<file path="src/rtl/or_n_pkg.sv">
// ---------------------------------------------------------------------------
// or_n_pkg
// Shared constants and types for the N-bit OR unit and its ALU-side users.
//   OR_N_DEFAULT_W : default operand/result width
//   OR_N_MAX_W     : widest legal operand/result width
//   or_n_word_t    : default-width ALU word
// ---------------------------------------------------------------------------
package or_n_pkg;

  localparam int OR_N_DEFAULT_W = 8;
  localparam int OR_N_MAX_W     = 64;

  typedef logic [OR_N_DEFAULT_W-1:0] or_n_word_t;

endpackage

</file>
<file path="src/rtl/or_n_if.sv">
// ---------------------------------------------------------------------------
// or_n_if
// Signal bundle for the OR unit: operands, capture qualifier, combinational
// result and the registered result view.
// Modports:
//   master : drives a, b, in_valid; observes every result signal
//   slave  : the unit side; receives a, b, in_valid; drives the results
//   core   : the combinational slice; receives a, b; drives f
// ---------------------------------------------------------------------------
interface or_n_if
  import or_n_pkg::*;
#(
  parameter int N = OR_N_DEFAULT_W
) ();

  logic [N-1:0] a;
  logic [N-1:0] b;
  logic         in_valid;
  logic [N-1:0] f;
  logic [N-1:0] f_q;
  logic         out_valid;
  logic         zero_q;
  logic         ones_q;

  modport master (
    output a, b, in_valid,
    input  f, f_q, out_valid, zero_q, ones_q
  );

  modport slave (
    input  a, b, in_valid,
    output f, f_q, out_valid, zero_q, ones_q
  );

  modport core (
    input  a, b,
    output f
  );

endinterface

</file>
<file path="src/rtl/or_n_core.sv">
// ---------------------------------------------------------------------------
// or_n_core
// Pure combinational per-bit OR: bus.f[i] = bus.a[i] | bus.b[i].
// Ports:
//   bus (or_n_if.core) : a, b in; f out. Width N must match the bus.
// ---------------------------------------------------------------------------
module or_n_core
  import or_n_pkg::*;
#(
  parameter int N = OR_N_DEFAULT_W
) (
  or_n_if.core bus
);

  genvar gi;
  generate
    for (gi = 0; gi < N; gi++) begin : g_bit
      assign bus.f[gi] = bus.a[gi] | bus.b[gi];
    end
  endgenerate

endmodule

</file>
<file path="src/rtl/or_n.sv">
// ---------------------------------------------------------------------------
// or_n
// N-bit bitwise OR for the single-cycle ALU. f is combinational; f_q is a
// one-cycle registered copy qualified by in_valid, with out_valid and
// optional zero/ones result flags.
// Optional feature macro: OR_N_FLAGS_EN (builds zero_q/ones_q registers;
// otherwise both are tied to 0, port list unchanged).
// Ports:
//   f         out N  a | b, combinational
//   a, b      in  N  operands
//   clk       in  1  clock, rising edge
//   reset     in  1  asynchronous, active-high; does not affect f
//   in_valid  in  1  qualifies a/b for capture
//   f_q       out N  registered result (holds when in_valid = 0)
//   out_valid out 1  f_q was captured on the previous edge
//   zero_q    out 1  captured result was all zeros (flags build only)
//   ones_q    out 1  captured result was all ones  (flags build only)
// ---------------------------------------------------------------------------
module or_n
  import or_n_pkg::*;
#(
  parameter int N = OR_N_DEFAULT_W
) (
  output logic [N-1:0] f,
  input  logic [N-1:0] a,
  input  logic [N-1:0] b,
  input  logic         clk,
  input  logic         reset,
  input  logic         in_valid,
  output logic [N-1:0] f_q,
  output logic         out_valid,
  output logic         zero_q,
  output logic         ones_q
);

  generate
    if (N < 1 || N > OR_N_MAX_W) begin : g_bad_width
      $error("or_n: N=%0d outside legal range 1..%0d", N, OR_N_MAX_W);
    end
  endgenerate

  // Internal bundle: the core sees operands through its modport, and the
  // registered view is published on the same bundle before reaching ports.
  or_n_if #(.N(N)) w_bus ();

  logic [N-1:0] w_f;
  logic [N-1:0] r_f_q;
  logic         r_out_valid;

  assign w_bus.a        = a;
  assign w_bus.b        = b;
  assign w_bus.in_valid = in_valid;

  or_n_core #(.N(N)) u_core (
    .bus (w_bus.core)
  );

  assign w_f = w_bus.f;

  always_ff @(posedge clk or posedge reset) begin
    if (reset) begin
      r_f_q       <= '0;
      r_out_valid <= 1'b0;
    end else begin
      r_out_valid <= w_bus.in_valid;
      if (w_bus.in_valid) begin
        r_f_q <= w_f;
      end
    end
  end

`ifdef OR_N_FLAGS_EN
  logic r_zero_q;
  logic r_ones_q;

  always_ff @(posedge clk or posedge reset) begin
    if (reset) begin
      r_zero_q <= 1'b0;
      r_ones_q <= 1'b0;
    end else if (w_bus.in_valid) begin
      r_zero_q <= ~|w_f;
      r_ones_q <= &w_f;
    end
  end

  assign w_bus.zero_q = r_zero_q;
  assign w_bus.ones_q = r_ones_q;
`else
  assign w_bus.zero_q = 1'b0;
  assign w_bus.ones_q = 1'b0;
`endif

  assign w_bus.f_q       = r_f_q;
  assign w_bus.out_valid = r_out_valid;

  assign f         = w_bus.f;
  assign f_q       = w_bus.f_q;
  assign out_valid = w_bus.out_valid;
  assign zero_q    = w_bus.zero_q;
  assign ones_q    = w_bus.ones_q;

endmodule

</file>
<file path="config.mk">
export PLATFORM = sky130hd
export DESIGN_NAME = or_n
export DESIGN_NICKNAME = d
export VERILOG_FILES = /design/src/rtl/or_n_pkg.sv /design/src/rtl/or_n_if.sv /design/src/rtl/or_n_core.sv /design/src/rtl/or_n.sv
export SDC_FILE = /design/constraint.sdc
export NUM_CORES = 1
export LEC_CHECK = 0
export ABC_AREA = 1
export BUFFER_PORTS_ARGS = -buffer_cell sky130_fd_sc_hd__buf_2
export CORE_MARGIN = 5
export CORE_UTILIZATION = 30
export DETAILED_ROUTE_END_ITERATION = 10
export PLACE_DENSITY_LB_ADDON = 0.2
export SYNTH_ARGS = -nofsm -noshare
export SYNTH_HDL_FRONTEND = slang
export SYNTH_SLANG_ARGS = --single-unit
</file>
<file path="constraint.sdc">
create_clock -name clk -period 0.8 [get_ports clk]
set_input_delay 0.16 -clock clk [delete_from_list [all_inputs] [get_ports clk]]
set_output_delay 0.16 -clock clk [all_outputs]
set_load 0.02 [all_outputs]
</file>
==> results of run 1 <==
==> layout by cell type (no fill, tap or decap) <==
cell type / count
buf_2: 15
buf_4: 3
buf_6: 20
clkbuf_1: 1
clkbuf_4: 3
conb_1: 2
dfrtp_1: 9
dlygate4sd3_1: 1
inv_1: 1
inv_2: 1
nand2_1: 16
o21ai_0: 8
or2_4: 8
==> cell type report <==
| type | count | area, µm² |
|---|---|---|
| Fill cell | 110 | 497 |
| Timing Repair Buffer | 39 | 333 |
| Sequential cell | 9 | 225 |
| Multi-Input combinational cell | 34 | 178 |
| Clock buffer | 4 | 26.3 |
| Tap cell | 15 | 18.8 |
| Inverter | 2 | 7.51 |
==> worst paths after layout <==
| check | from | endpoint | slack, ps | depth (start not counted) |
|---|---|---|---|---|
| min in group asynchronous | reset | f_q[3]$_DFFE_PP0P_ | 410 | 3 |
| worst max-delay path | f_q[5]$_DFFE_PP0P_ | f_q[5] | -150 | 1 |
| worst min-delay path | a[3] | f_q[3]$_DFFE_PP0P_ | 110 | 3 |
| max in group asynchronous | reset | f_q[0]$_DFFE_PP0P_ | 140 | 3 |
| worst min register to register | f_q[1]$_DFFE_PP0P_ | f_q[1]$_DFFE_PP0P_ | 500 | 2 |
| worst max register to register | f_q[0]$_DFFE_PP0P_ | f_q[0]$_DFFE_PP0P_ | 60 | 3 |
==> cells in the mapped netlist (all sizes together) <==
master,instances
nand2,16
dfrtp,9
o21ai,8
or2,8
buf,2
inv,2
conb,1
==> cells by family after synthesis <==
family / synth area share [%]
buf+inv: 5.60
simple gates: 27.4
compound gates: 9.97
other cells: 0.934
flops: 56.1
==> power by group <==
group | switching [mW] | internal, mW | total [mW] | leakage [nW]
registers | 0.0274 | 0.495 | 0.522 | 0.103
logic | 0.188 | 0.215 | 0.403 | 0.297
clock network | 0.160 | 0.192 | 0.352 | 0.0150
==> per-layer routing <==
metal | track usage, % | vias to the layer above
li1 | - | 225
met1 | 11.7 | 201
met2 | 23.4 | 25
met3 | 4.69 | 0
met4 | 5.11 | 0
met5 | 0 | -
==> timing repair <==
action,in CTS,in global routing
resized for setup,42,3
endpoints found under the hold margin,9,0
buffers inserted,1,2
endpoints found under the setup margin,17,12
pin swaps,0,3
hold buffers,1,0
==> through the flow <==
stage / area [µm²] / setup slack, ps / hold slack [ps] / setup TNS [ps] / utilization [%]
after global placement: 584 / -51.9 / 134 / -402 / 45.5
final: 788 / -149 / 110 / -1250 / 61.3
after global routing: 788 / -178 / 116 / -1490 / 61.3
after detailed placement: 584 / -58.6 / 138 / -431 / 45.5
after floorplan: 405 / 114 / -12.1 / 0 / -
after CTS: 754 / -156 / 122 / -1320 / 58.7
==> state kept, by name, indices dropped and copies added, names as in the netlist <==
name / cells
out_valid: 1
f_q: 8
==> summary.txt, run 1 <==
Power and ir drop
  – Total power: 1.28 mW
  – Leak: 0.415 nW
  – Worst VDD drop: 1.07 mV
  – P per Cell Area: 1620 nW/µm²

Placed design
  – DP Cell Count: 95
  – Port-buffer cells: 35
  – Detailed Place HPWL: 788 µm
  – RD Place Congestion: 0.666

STA
  – Fmax: 1050 MHz
  – Clk_skew: 0 ps
  – Final setup viols: 9
  – Setup WS post-layout: -149 ps
  – Unrepaired setup endpoints after global routing: true
  – Final min period: 949 ps
  – Final hold vios: 0
  – Slew Viols, Final: 0
  – Final worst-path cycle share: 119%

Clocking
  – Clock buffer depth: 2
  – Root Driver: clkbuf_4
  – Worst skew pair latency: 250 ps
  – TritonCTS Buffers: 3
  – Worst-path clk slew: 60 ps
  – Clock sinks: 9
  – CTS tree: built
  – H-tree level count: 1

Worst setup path
  – Critical path class: reg2out
  – Crit Path Max Fanout: 2
  – CP Data Required Time: 640 ps
  – Crit path max-delay family: flip-flops
  – CP max-delay cell: dfrtp_1
  – Worst Setup Start Kind: register
  – CP Cell Sequence: buf_6
  – Arr. time, crit path: 790 ps
  – Crit. End Element: output pin
  – Worst path bufs/invs: 1
  – Largest stage delay on the critical path: 400 ps

Global routing
  – Gr usage total: 12.4%
  – Largest net degree at the start of global routing: 11
  – Antenna violations before repair: 0
  – Final global-route overflow total: 0
  – First-pass GRT wire length: 1810 µm
  – Vias in the first global route: 452

Status
  – Violated checks: negative setup slack
  – Status: complete, but fails checks

Detailed routing
  – Pre-Repair DR Iteration Count: 3
  – Routed Antenna Nets: 0
  – Top layer in use: met3
  – DR vias: 451
  – Wire per inst: 12.0 µm
  – Metal-1 WL: 426 µm
  – Met2 WL post-DR: 642 µm
  – Vias per std cell: 4.38
  – DRC viols: 0
  – Metal3 WL: 168 µm
  – Drt total wl: 1240 µm
  – DRT iter0 DRCs: 6

Logic synthesis
  – Synthesized area per cell: 8.73 µm²
  – Yosys warnings: 0
  – Synth area leader: dfrtp_1
  – Synthesized area: 402 µm²
  – Post-synthesis sequential area ratio: 56.1%
  – Share of the synthesized area in the top cell type: 56.1%
  – Synthesized instance count: 46
  – Area contributors post-synth: dfrtp_1, nand2_1, or2_2, o21ai_0, buf_4
  – Count of cell types in the netlist: 8
  – Synthesized flop and latch total: 9

Worst hold path
  – Hold Crit Class: in2reg

Floorplan
  – Die height: 46.6 µm
  – Die area: 2170 µm²
  – Core Region: 1280 µm²
  – # IOs: 38
  – Cell Rows: 13
  – Initial Util: 31.3%
  – Chip Width: 46.6 µm

Layout
  – Area growth from synthesis to layout: 96.3%
  – Antenna Cells: 0
  – Non-filler cells, final: 103
  – Ratio of cells with drive above 1 in the final layout: 56.8%
  – Final Net Count: 108

Flow run
  – Number of max-cap violations: 0
No activity file was read; power rests on OpenSTA's default activity.
==> run 2, diff against run 1 <==
Settings changed: CTS_BUF_LIST from default to sky130_fd_sc_hd__clkbuf_8.
==> run 2 against run 1 <==
The flow still finishes with violations (negative setup slack). First-iteration DRC count increased by 50%. Cell count unchanged. Utilization increased by 1.5 points. Critical path depth unchanged. Clock skew unchanged. Total power increased by 13%. Clock-buffer cell count decreased by 1. Highest routed layer unchanged. Largest power group unchanged. Sequential power about the same. Sequential cell count unchanged. Die area unchanged.
==> summary.txt, run 2 (synthesized netlist as in run 1, its figures left out) <==
Floorplan
  – Die area: 2170 µm² (unchanged)
  – Core Region: 1280 µm² (unchanged)
  – Chip Width: 46.6 µm (unchanged)
  – Initial Util: 31.3% (unchanged)
  – Cell Rows: 13 (unchanged)
  – # IOs: 38 (unchanged)
  – Die height: 46.6 µm (unchanged)

STA
  – Final worst-path cycle share: 115% (-4.1 points)
  – Fmax: 1090 MHz (+3.5%)
  – Final min period: 916 ps (-32.5 ps)
  – Unrepaired setup endpoints after global routing: true
  – Final setup viols: 9 (unchanged)
  – Setup WS post-layout: -116 ps (+32.5 ps)
  – Final hold vios: 0 (unchanged)
  – Clk_skew: 0 ps (unchanged)
  – Slew Viols, Final: 0 (unchanged)

Status
  – Violated checks: negative setup slack
  – Status: complete, but fails checks

Worst setup path
  – Crit path max-delay family: flip-flops
  – CP max-delay cell: dfrtp_1
  – CP Cell Sequence: buf_6
  – Crit Path Max Fanout: 2 (unchanged)
  – Critical path class: reg2out
  – CP Data Required Time: 640 ps (about the same)
  – Worst path bufs/invs: 1 (unchanged)
  – Largest stage delay on the critical path: 390 ps (about the same)
  – Arr. time, crit path: 760 ps (-30 ps)
  – Crit. End Element: output pin
  – Worst Setup Start Kind: register

Detailed routing
  – Pre-Repair DR Iteration Count: 4 (+1)
  – DR vias: 454 (+0.67%)
  – Routed Antenna Nets: 0 (unchanged)
  – Wire per inst: 12.1 µm (+0.65%)
  – Vias per std cell: 4.41 (+0.67%)
  – Drt total wl: 1250 µm (+0.65%)
  – DRC viols: 0 (unchanged)
  – DRT iter0 DRCs: 9 (+3)

Layout
  – Final Net Count: 108 (unchanged)
  – Most common cell after layout, fill and taps aside: buf_6
  – Ratio of cells with drive above 1 in the final layout: 56.8% (unchanged)
  – Area growth from synthesis to layout: 101%
  – Most frequent cells in the layout: buf_6, nand2_1, buf_2
  – Max FFs per register: 8 (unchanged)
  – Antenna Cells: 0 (unchanged)
  – Non-filler cells, final: 103 (unchanged)

Worst hold path
  – Hold Crit Class: in2reg

Clocking
  – Root Driver: clkbuf_8
  – Worst-path clk slew: 50 ps (about the same)
  – Clock sinks: 9 (unchanged)
  – Worst skew pair latency: 230 ps (-20 ps)
  – CTS tree: built
  – H-tree level count: 1 (unchanged)
  – TritonCTS Buffers: 3 (unchanged)
  – Clock buffer depth: 2 (unchanged)

Power and ir drop
  – P per Cell Area: 1780 nW/µm² (+10%)
  – Total power: 1.44 mW (+13%)
  – Leak: 0.427 nW (+2.9%)
  – Worst VDD drop: 1.41 mV (+31%)

Global routing
  – Largest net degree at the start of global routing: 11 (unchanged)
  – Gr usage total: 12.3% (-0.080 points)
  – Final global-route overflow total: 0 (unchanged)
  – Met3 Use GR: 4.69% (unchanged)
  – Gr busiest metal: met2
  – First-pass GRT wire length: 1800 µm (-0.39%)
  – Vias in the first global route: 451 (-0.22%)
  – Met1 GRT Util: 11.9% (+0.24 points)
  – Met2 usage: 22.8% (-0.55 points)
  – Antenna violations before repair: 0 (unchanged)

Placed design
  – Port-buffer cells: 35 (unchanged)
  – DP Cell Count: 95 (unchanged)
  – RD Place Congestion: 0.666 (unchanged)
  – Detailed Place HPWL: 788 µm (unchanged)

Flow run
  – Number of max-cap violations: 0 (unchanged)
==> run 2: changes by cell type in the layout (fill, tap and decap cells not counted) <==
cell      previous run  this run
clkbuf_8             0         3
clkbuf_4             3         0
clkbuf_1             1         0
inv_1                1         2
==> run 2: what timing repair did <==
action | CTS | global route
endpoints found under the setup margin | 17 | 12
endpoints found under the hold margin | 9 | 0
setup buffers | 1 | 2
pin swaps | 0 | 3
resized for setup | 42 | 3
hold buffers | 1 | 0
==> run 2: metrics by stage <==
step                util, %  setup WS [ps]  TNS (ps)  hold slack, ps  instance area [µm²]
floorplan                 -            114         0           -12.1                  405
global placement       45.5          -51.9      -402             134                  584
detailed placement     45.5          -58.6      -431             138                  584
CTS                    60.2           -118      -985             157                  773
global route           62.8           -138     -1150             152                  807
finish                 62.8           -116      -950             139                  807
==> run 2: final cells by class <==
| type | count | area, µm² |
|---|---|---|
| repair buffers | 39 | 333 |
| clock inverters | 1 | 3.75 |
| multi-input cells | 34 | 178 |
| fillers | 107 | 478 |
| clock buffers | 3 | 41.3 |
| flip-flops and latches | 9 | 225 |
| well taps | 15 | 18.8 |
| inverters | 2 | 7.51 |
==> run 2: report_power, final <==
group | total (mW) | leakage [nW] | switching [mW] | internal [mW]
sequential | 0.524 | 0.103 | 0.0273 | 0.497
combinational | 0.403 | 0.297 | 0.188 | 0.215
clock | 0.513 | 0.0269 | 0.179 | 0.334
total | 1.44 | 0.427 | 0.394 | 1.05
==> run 2: path summary, 6_finish.rpt <==
check / from / to / slack [ps] / cells past startpoint
worst max-delay path: f_q[5]$_DFFE_PP0P_ / f_q[5] / -120 / 1
worst min-delay path: a[3] / f_q[3]$_DFFE_PP0P_ / 140 / 3
worst max register to register: f_q[0]$_DFFE_PP0P_ / f_q[0]$_DFFE_PP0P_ / 60 / 3
worst min register to register: f_q[1]$_DFFE_PP0P_ / f_q[1]$_DFFE_PP0P_ / 500 / 2
max in group asynchronous: reset / f_q[0]$_DFFE_PP0P_ / 110 / 3
min in group asynchronous: reset / f_q[3]$_DFFE_PP0P_ / 440 / 3
==> run 2: layer usage <==
metal / up-vias / share of wire [%]
met2: 25 / 50
met5: - / 0
met3: 0 / 13
met4: 0 / 0
li1: 223 / -
met1: 206 / 36
